[src/rtl/down_timer.sv]
// Loadable down-counting timer with one-shot / auto-reload modes, a one-cycle
// terminal-count pulse, a saturating expiry counter and an output-enabled count bus.
module down_timer #(
    parameter int WIDTH = 8,
    parameter int EXP_W = 4
) (
    input  logic             clk,
    input  logic             rst,
    input  logic             load,
    input  logic [WIDTH-1:0] load_val,
    input  logic             en,
    input  logic             auto_reload,
    input  logic             oe,
    output logic [WIDTH-1:0] count_out,
    output logic             tc,
    output logic             busy,
    output logic             done,
    output logic [EXP_W-1:0] exp_cnt
);

    typedef enum logic [1:0] {
        S_IDLE = 2'd0,
        S_RUN  = 2'd1,
        S_DONE = 2'd2
    } state_t;

    localparam logic [WIDTH-1:0] ONE = WIDTH'(1);

    state_t             state_q, state_d;
    logic [WIDTH-1:0]   count_q, count_d;
    logic [WIDTH-1:0]   reload_q, reload_d;
    logic               tc_q, tc_d;
    logic [EXP_W-1:0]   exp_q, exp_d;

    // Expiry counter sticks at all-ones instead of wrapping back to zero.
    function automatic logic [EXP_W-1:0] sat_inc(input logic [EXP_W-1:0] v);
        return (&v) ? v : v + 1'b1;
    endfunction

    always_ff @(posedge clk) begin
        if (rst) begin
            state_q  <= S_IDLE;
            count_q  <= '0;
            reload_q <= '0;
            tc_q     <= 1'b0;
            exp_q    <= '0;
        end else begin
            state_q  <= state_d;
            count_q  <= count_d;
            reload_q <= reload_d;
            tc_q     <= tc_d;
            exp_q    <= exp_d;
        end
    end

    always_comb begin
        state_d  = state_q;
        count_d  = count_q;
        reload_d = reload_q;
        tc_d     = 1'b0;
        exp_d    = exp_q;
        if (load) begin
            // Load wins over en; a zero start value has nothing to count.
            count_d  = load_val;
            reload_d = load_val;
            exp_d    = '0;
            state_d  = (load_val != '0) ? S_RUN : S_IDLE;
        end else if (state_q == S_RUN && en) begin
            if (count_q == ONE) begin
                tc_d  = 1'b1;
                exp_d = sat_inc(exp_q);
                if (auto_reload) begin
                    count_d = reload_q;
                end else begin
                    count_d = '0;
                    state_d = S_DONE;
                end
            end else begin
                count_d = count_q - ONE;
            end
        end
    end

    assign count_out = oe ? count_q : '0;
    assign tc        = tc_q;
    assign busy      = (state_q == S_RUN);
    assign done      = (state_q == S_DONE);
    assign exp_cnt   = exp_q;

endmodule

[config.mk]
export PLATFORM = sky130hd
export DESIGN_NAME = down_timer
export DESIGN_NICKNAME = d
export VERILOG_FILES = /design/src/rtl/down_timer.sv
export SDC_FILE = /design/constraint.sdc
export NUM_CORES = 1
export LEC_CHECK = 0
export ABC_AREA = 1
export CELL_PAD_IN_SITES_DETAIL_PLACEMENT = 0
export CELL_PAD_IN_SITES_GLOBAL_PLACEMENT = 1
export CORE_ASPECT_RATIO = 1.25
export CORE_MARGIN = 3
export CORE_UTILIZATION = 42
export DETAILED_ROUTE_END_ITERATION = 8
export DONT_BUFFER_PORTS = 1
export PLACE_DENSITY_LB_ADDON = 0.2
export REMOVE_ABC_BUFFERS = 1
export SYNTH_ARGS = -nofsm -noshare
export SYNTH_HDL_FRONTEND = slang
export SYNTH_SLANG_ARGS = --single-unit
export TNS_END_PERCENT = 5
[constraint.sdc]
create_clock -name clk -period 1.4 [get_ports clk]
set_clock_uncertainty 0.05 [all_clocks]
set_input_delay 0.42 -clock clk [delete_from_list [all_inputs] [get_ports clk]]
set_output_delay 0.42 -clock clk [all_outputs]
set_load 0.05 [all_outputs]
After elaboration in Yosys (flattened, before gate mapping)
Index checks and enable logic that the tools add are counted.

operators by class
  eq/ne operators = 4
  shift operators = 0
  $lt $le $gt $ge = 0
  $mul = 0
  bitwise operators = 2
  divide/modulo/power cells = 0
  muxes and demuxes = 11
  $add $sub $neg = 2
  reductions and logical operators = 9

operators with widths
  operator               count
  $mux W8                5
  $eq A8 B1 Y1 const B   1
  $mux W2                4
  $reduce_bool A8 Y1     1
  $sub A8 B1 Y8 const B  1
  $reduce_and A3 Y1      2
  $add A4 B1 Y4 const B  1
  $reduce_and A4 Y1      1
  $reduce_bool A2 Y1     2
  $reduce_or A3 Y1       1
  $eq A2 B1 Y1 const B   1
  $eq A2 B2 Y1 const B   1
  $mux W1                2
  $ne A2 B2 Y1 const B   1
  $not A1 Y1             2
  $reduce_or A2 Y1       1
  $logic_and A1 B1 Y1    1

word-level totals
  flip-flop bits (word level) = 23
  bits in read-only memories = 0
  bits in writable memories = 0
  memories kept = 0
  bits of input ports = 14
  logic and storage cells = 33
  latch bits = 0
  output and inout port bits = 15

Logic depth before layout (Yosys ltp)
  depth after elaboration = 4
  mapped depth = 9
  depth with buffers taken out = 9

Least setup slack after synthesis
No wires, ideal clock.

  path type = reg2reg
  start point = register state_q[0]
  end point = register count_q[2]
  period minus slack after synthesis = 1.666 ns
  setup slack = -0.266 ns
  stages on the path, launching flop included = 8
  data arrival time = 1.496 ns
  setup time = 0.119 ns
  required time = 1.231 ns
  path buffers = 0
  cells stage by stage = dfxtp_1 > inv_1 > nor2_2 > nand2_1 > nand2_1 > inv_1 > a21oi_1 > a21oi_1

between the ends
  word-level cells in the longest chain between the ends = 3

RTL lines
  what                          line  text
  from (decl)                   29    state_t state_q, state_d;
  from (signal assigned)        48    state_q <= state_d;
  $eq A2 B1 Y1                  --
  net busy                      16    output logic busy,
  $logic_and A1 B1 Y1           68    end else if (state_q == S_RUN && en) begin
  $reduce_bool A2 Y1 (no line)  --
  to (signal assigned)          49    count_q <= count_d;
  to (decl)                     30    logic [WIDTH-1:0] count_q, count_d;

The timed path passes the listed nets, and every way through them passes these cells.
A chain may end at the register's enable or synchronous reset.

Worst setup path after layout
  start point = register count_q[4]
  end point = output count_out[4]

between the ends
  word-level cells in the longest chain between the ends = 1

RTL lines
  what       line  text
  $mux W8    84    assign count_out = oe ? count_q : '0;
  to (decl)  14    output logic [WIDTH-1:0] count_out,

Every way passes these cells.

==> results.py <==
metrics = {
    "timing": {
        "post-route-period-util_pct": 104.6,
        "relSlewSlack_pct": 78.00,
        "worst_slack_ns": -0.06463,
        "hold_violations": 0,
        "tightestPinTransition_ns": 0.3296,
        "period_needed_ns": 1.465,
        "drv_slew": 0,
        "fmax_ghz": 0.6828,
        "grt_setup_unrepaired": "true",
        "setup_viol": 9,
        "tns_ns": -0.3125,
    },
    "floorplan": {
        "io_pins": 29,
        "die_h_um": 68.20,
        "core_um2": 2811,
        "die_area_um2": 3803,
        "die_x_um": 55.76,
        "floorplan.initialDensity_pct": 46.24,
        "rows": 21,
    },
    "yosys": {
        "synth.avg_cell_area_um2": 6.436,
        "async_reset_ff_share_pct": 0,
        "synth_ff_type": "dfxtp_1",
        "synth-seq-cells": 23,
        "synth_mux_area_share_pct": 0,
        "yosys.area_share.simple_pct": 33.97,
        "yosys.area.top_type": "dfxtp_1",
        "synthXorXnorAreaFrac_pct": 2.695,
        "yosys-top-cells-area": "dfxtp_1 35%, nand2_1 16%, a21oi_1 8.5%",
        "synth_top_family_by_area": "simple AND/OR/NAND/NOR gates",
        "yosysSeqAreaShare_pct": 35.42,
        "synthAdderAreaFrac_pct": 2.887,
        "ys_types": 22,
        "yosys_warnings": 0,
        "synth_area_um2": 1300,
        "synthCells": 202,
        "synth-compound-area-share_pct": 14.82,
        "netlist.area_leader.share_pct": 35.42,
        "synth_edf_count": 0,
    },
    "clocking": {
        "cts_root_buf": "clkbuf_4",
        "cts_made_buffers": 3,
        "clock_tree.buffer_depth": 2,
        "clock_sinks": 23,
        "cts_tree": "yes",
        "holdBufCountCts": 0,
        "insertion_delay_ns": 0.30,
        "clkTransAtPathRegs_ns": 0.12,
        "cts_max_level": 1,
    },
    "power": {
        "p_sw_uw": 463.3,
        "internal_power_uw": 983.9,
        "pwr-share-clk_pct": 20.2,
        "leakage_uw": 0.0008041,
        "p_total_uw": 1447,
        "vdd_drop_max_mv": 0.6116,
        "power.density_nw_per_um2": 843.0,
        "power_frac_comb_pct": 29.3,
        "netSwitchingFraction_pct": 32.01,
        "pwr-share-seq_pct": 50.5,
    },
    "run_status": {
        "status": "complete, but fails checks",
        "failed_checks": "negative setup slack",
    },
    "setup_path": {
        "crit_start": "count_q[4]$_SDFFE_PP0P_",
        "crit_family": "flip-flops",
        "crit_slowest_cell": "dfxtp_2",
        "critPathKind": "reg2out",
        "crit_chain": "buf_6 > nand2_2 > inv_2 > buf_12",
        "critPathArrivalTime_ns": 0.99,
        "end_kind": "output port",
        "start_kind": "flop",
        "worstReg2RegStart": "count_q[1]$_SDFFE_PP0P_",
        "crit_fanout": 5,
        "max_stage_delay_ns": 0.36,
        "ff2ff_setup_slack_ns": 0.02,
        "path_buf_inv": 3,
        "critical_path_required_ns": 0.93,
    },
    "grt": {
        "grt_pass1_wl_um": 5595,
        "met3_usage_pct": 4.151,
        "grt_max_degree": 22,
        "grtUsageTotal_pct": 18.36,
        "grt_use_met1_pct": 19.24,
        "grt_antenna_before_repair": 0,
        "globalRouteOverflowTotal": 0,
        "grt_pass1_vias": 1350,
        "top_usage_layer": "met2",
        "gr-usage-met2_pct": 35.65,
    },
    "layout": {
        "nets": 243,
        "final_cell_area_um2": 1717,
        "drive_above_1_share_pct": 28.89,
        "area_growth_pct": 32.05,
        "instances_no_fill": 259,
        "diodes": 0,
    },
    "placed_design": {
        "numPortBuffers": 0,
        "dp_hpwl_um": 2461,
        "dp_cells": 253,
        "dpl_cell_area_um2": 1580,
        "gp_congestion": 0.8018,
    },
    "worst_hold_path": {
        "hold_class": "in2reg",
        "hold_start": "rst",
    },
    "detailed_routing": {
        "finalWirelength_um": 3135,
        "drtPass1Iterations": 4,
        "avgRoutedWirePerCell_um": 12.10,
        "via_per_inst": 5.127,
        "drtIter0Drc": 32,
        "route.vias.total": 1328,
        "drtAntennaViolNets": 0,
        "drc": 0,
    },
    "run": {
        "drv_cap": 0,
    },
}
[Yosys cell counts, types with 2 or more instances]
cell      number
a21oi_1       22
clkbuf_1       3
dfxtp_1       23
ha_1           3
inv_1         28
nand2_1       55
nand3_1       16
nand4_1        3
nor2_1        18
nor2_4         2
nor3_1         2
o21ai_0       14
o22ai_1        2
xnor2_1        2
xor2_1         2
[timing repair]
item	in CTS	in global routing
setup endpoints to repair	20	23
pin swaps	1	4
gates resized for setup	37	11
setup buffers	2	0
[final timing paths]
check,to,depth (start not counted)
worst min-delay path,count_q[0]$_SDFFE_PP0P_,1
worst min register to register,reload_q[3]$_SDFFE_PP0P_,2
worst max register to register,count_q[6]$_SDFFE_PP0P_,8
worst max-delay path,count_out[4],4
[flip-flops by register name (all words and copies together) (netlist names)]
register,cells
exp_cnt,4
tc,1
count_q,8
state_q,2
reload_q,8
[power groups by stage]
| stage | registers, uW | clock network, uW | logic [uW] |
|---|---|---|---|
| 2_1_floorplan | 736 | 0 | 258 |
| 4_1_cts | 731 | 312 | 416 |
| 5_1_grt | 738 | 324 | 470 |
| 3_5_place_dp | 740 | 0 | 388 |
| 6_report | 731 | 293 | 423 |
| 3_3_place_gp | 739 | 0 | 383 |
[worst register-to-register path: cells and delay by family (launching register included)]
family                     cells  cell delay (ns)
AOI/OAI and AO/OA              1             0.11
adders and majority gates      1             0.14
buffers and inverters          2             0.20
DFF                            1             0.35
and+or+nand+nor                4             0.47
[cells in the final DEF (no fill, tap or decap), types with 5 or more instances in the layout]
cell / n
dfxtp_1: 13
o21ai_0: 13
buf_4: 10
buf_12: 8
nor2_1: 16
nand2_2: 10
buf_6: 5
a21oi_1: 22
dfxtp_4: 5
inv_1: 18
inv_2: 9
nand3_1: 16
dfxtp_2: 5
nand2_1: 45
[metal layers]
metal	part of all wire, %	vias to the layer above	wire length (um)
met4	1.2	0	38
met3	6.7	4	211
met5	0	-	0
li1	-	693	-
met2	50	41	1553
met1	42	590	1332
[kinds of logic (layout without fill, tap and decap cells)]
logic type	after synthesis	count (layout)
xor+xnor	4	4
simple gates	101	101
flops	23	23
compound gates	38	38
buf+inv	33	56
fa+ha+maj	3	3
[metrics by stage]
step	utilization, %	worst slack, ns	hold WS [ns]
after global routing	61.06	-0.1096	0.09203
after global placement	56.21	-0.01902	0.3777
final	61.06	-0.06463	0.1133
after detailed placement	56.21	-0.008661	0.3861
after floorplan	-	-0.2656	0.3687
after CTS	59.99	-0.06955	0.09819
[cell type report]
| class | instances | area (um2) |
|---|---|---|
| clock buffers | 3 | 22.52 |
| repair buffers | 24 | 306.5 |
| well taps | 34 | 42.54 |
| multi-input cells | 146 | 747.0 |
| inverters | 28 | 107.6 |
| fillers | 259 | 1095 |
| flip-flops and latches | 23 | 485.5 |
| clock inverters | 1 | 5.005 |
Note: power is estimated with default switching activity, not from simulation.
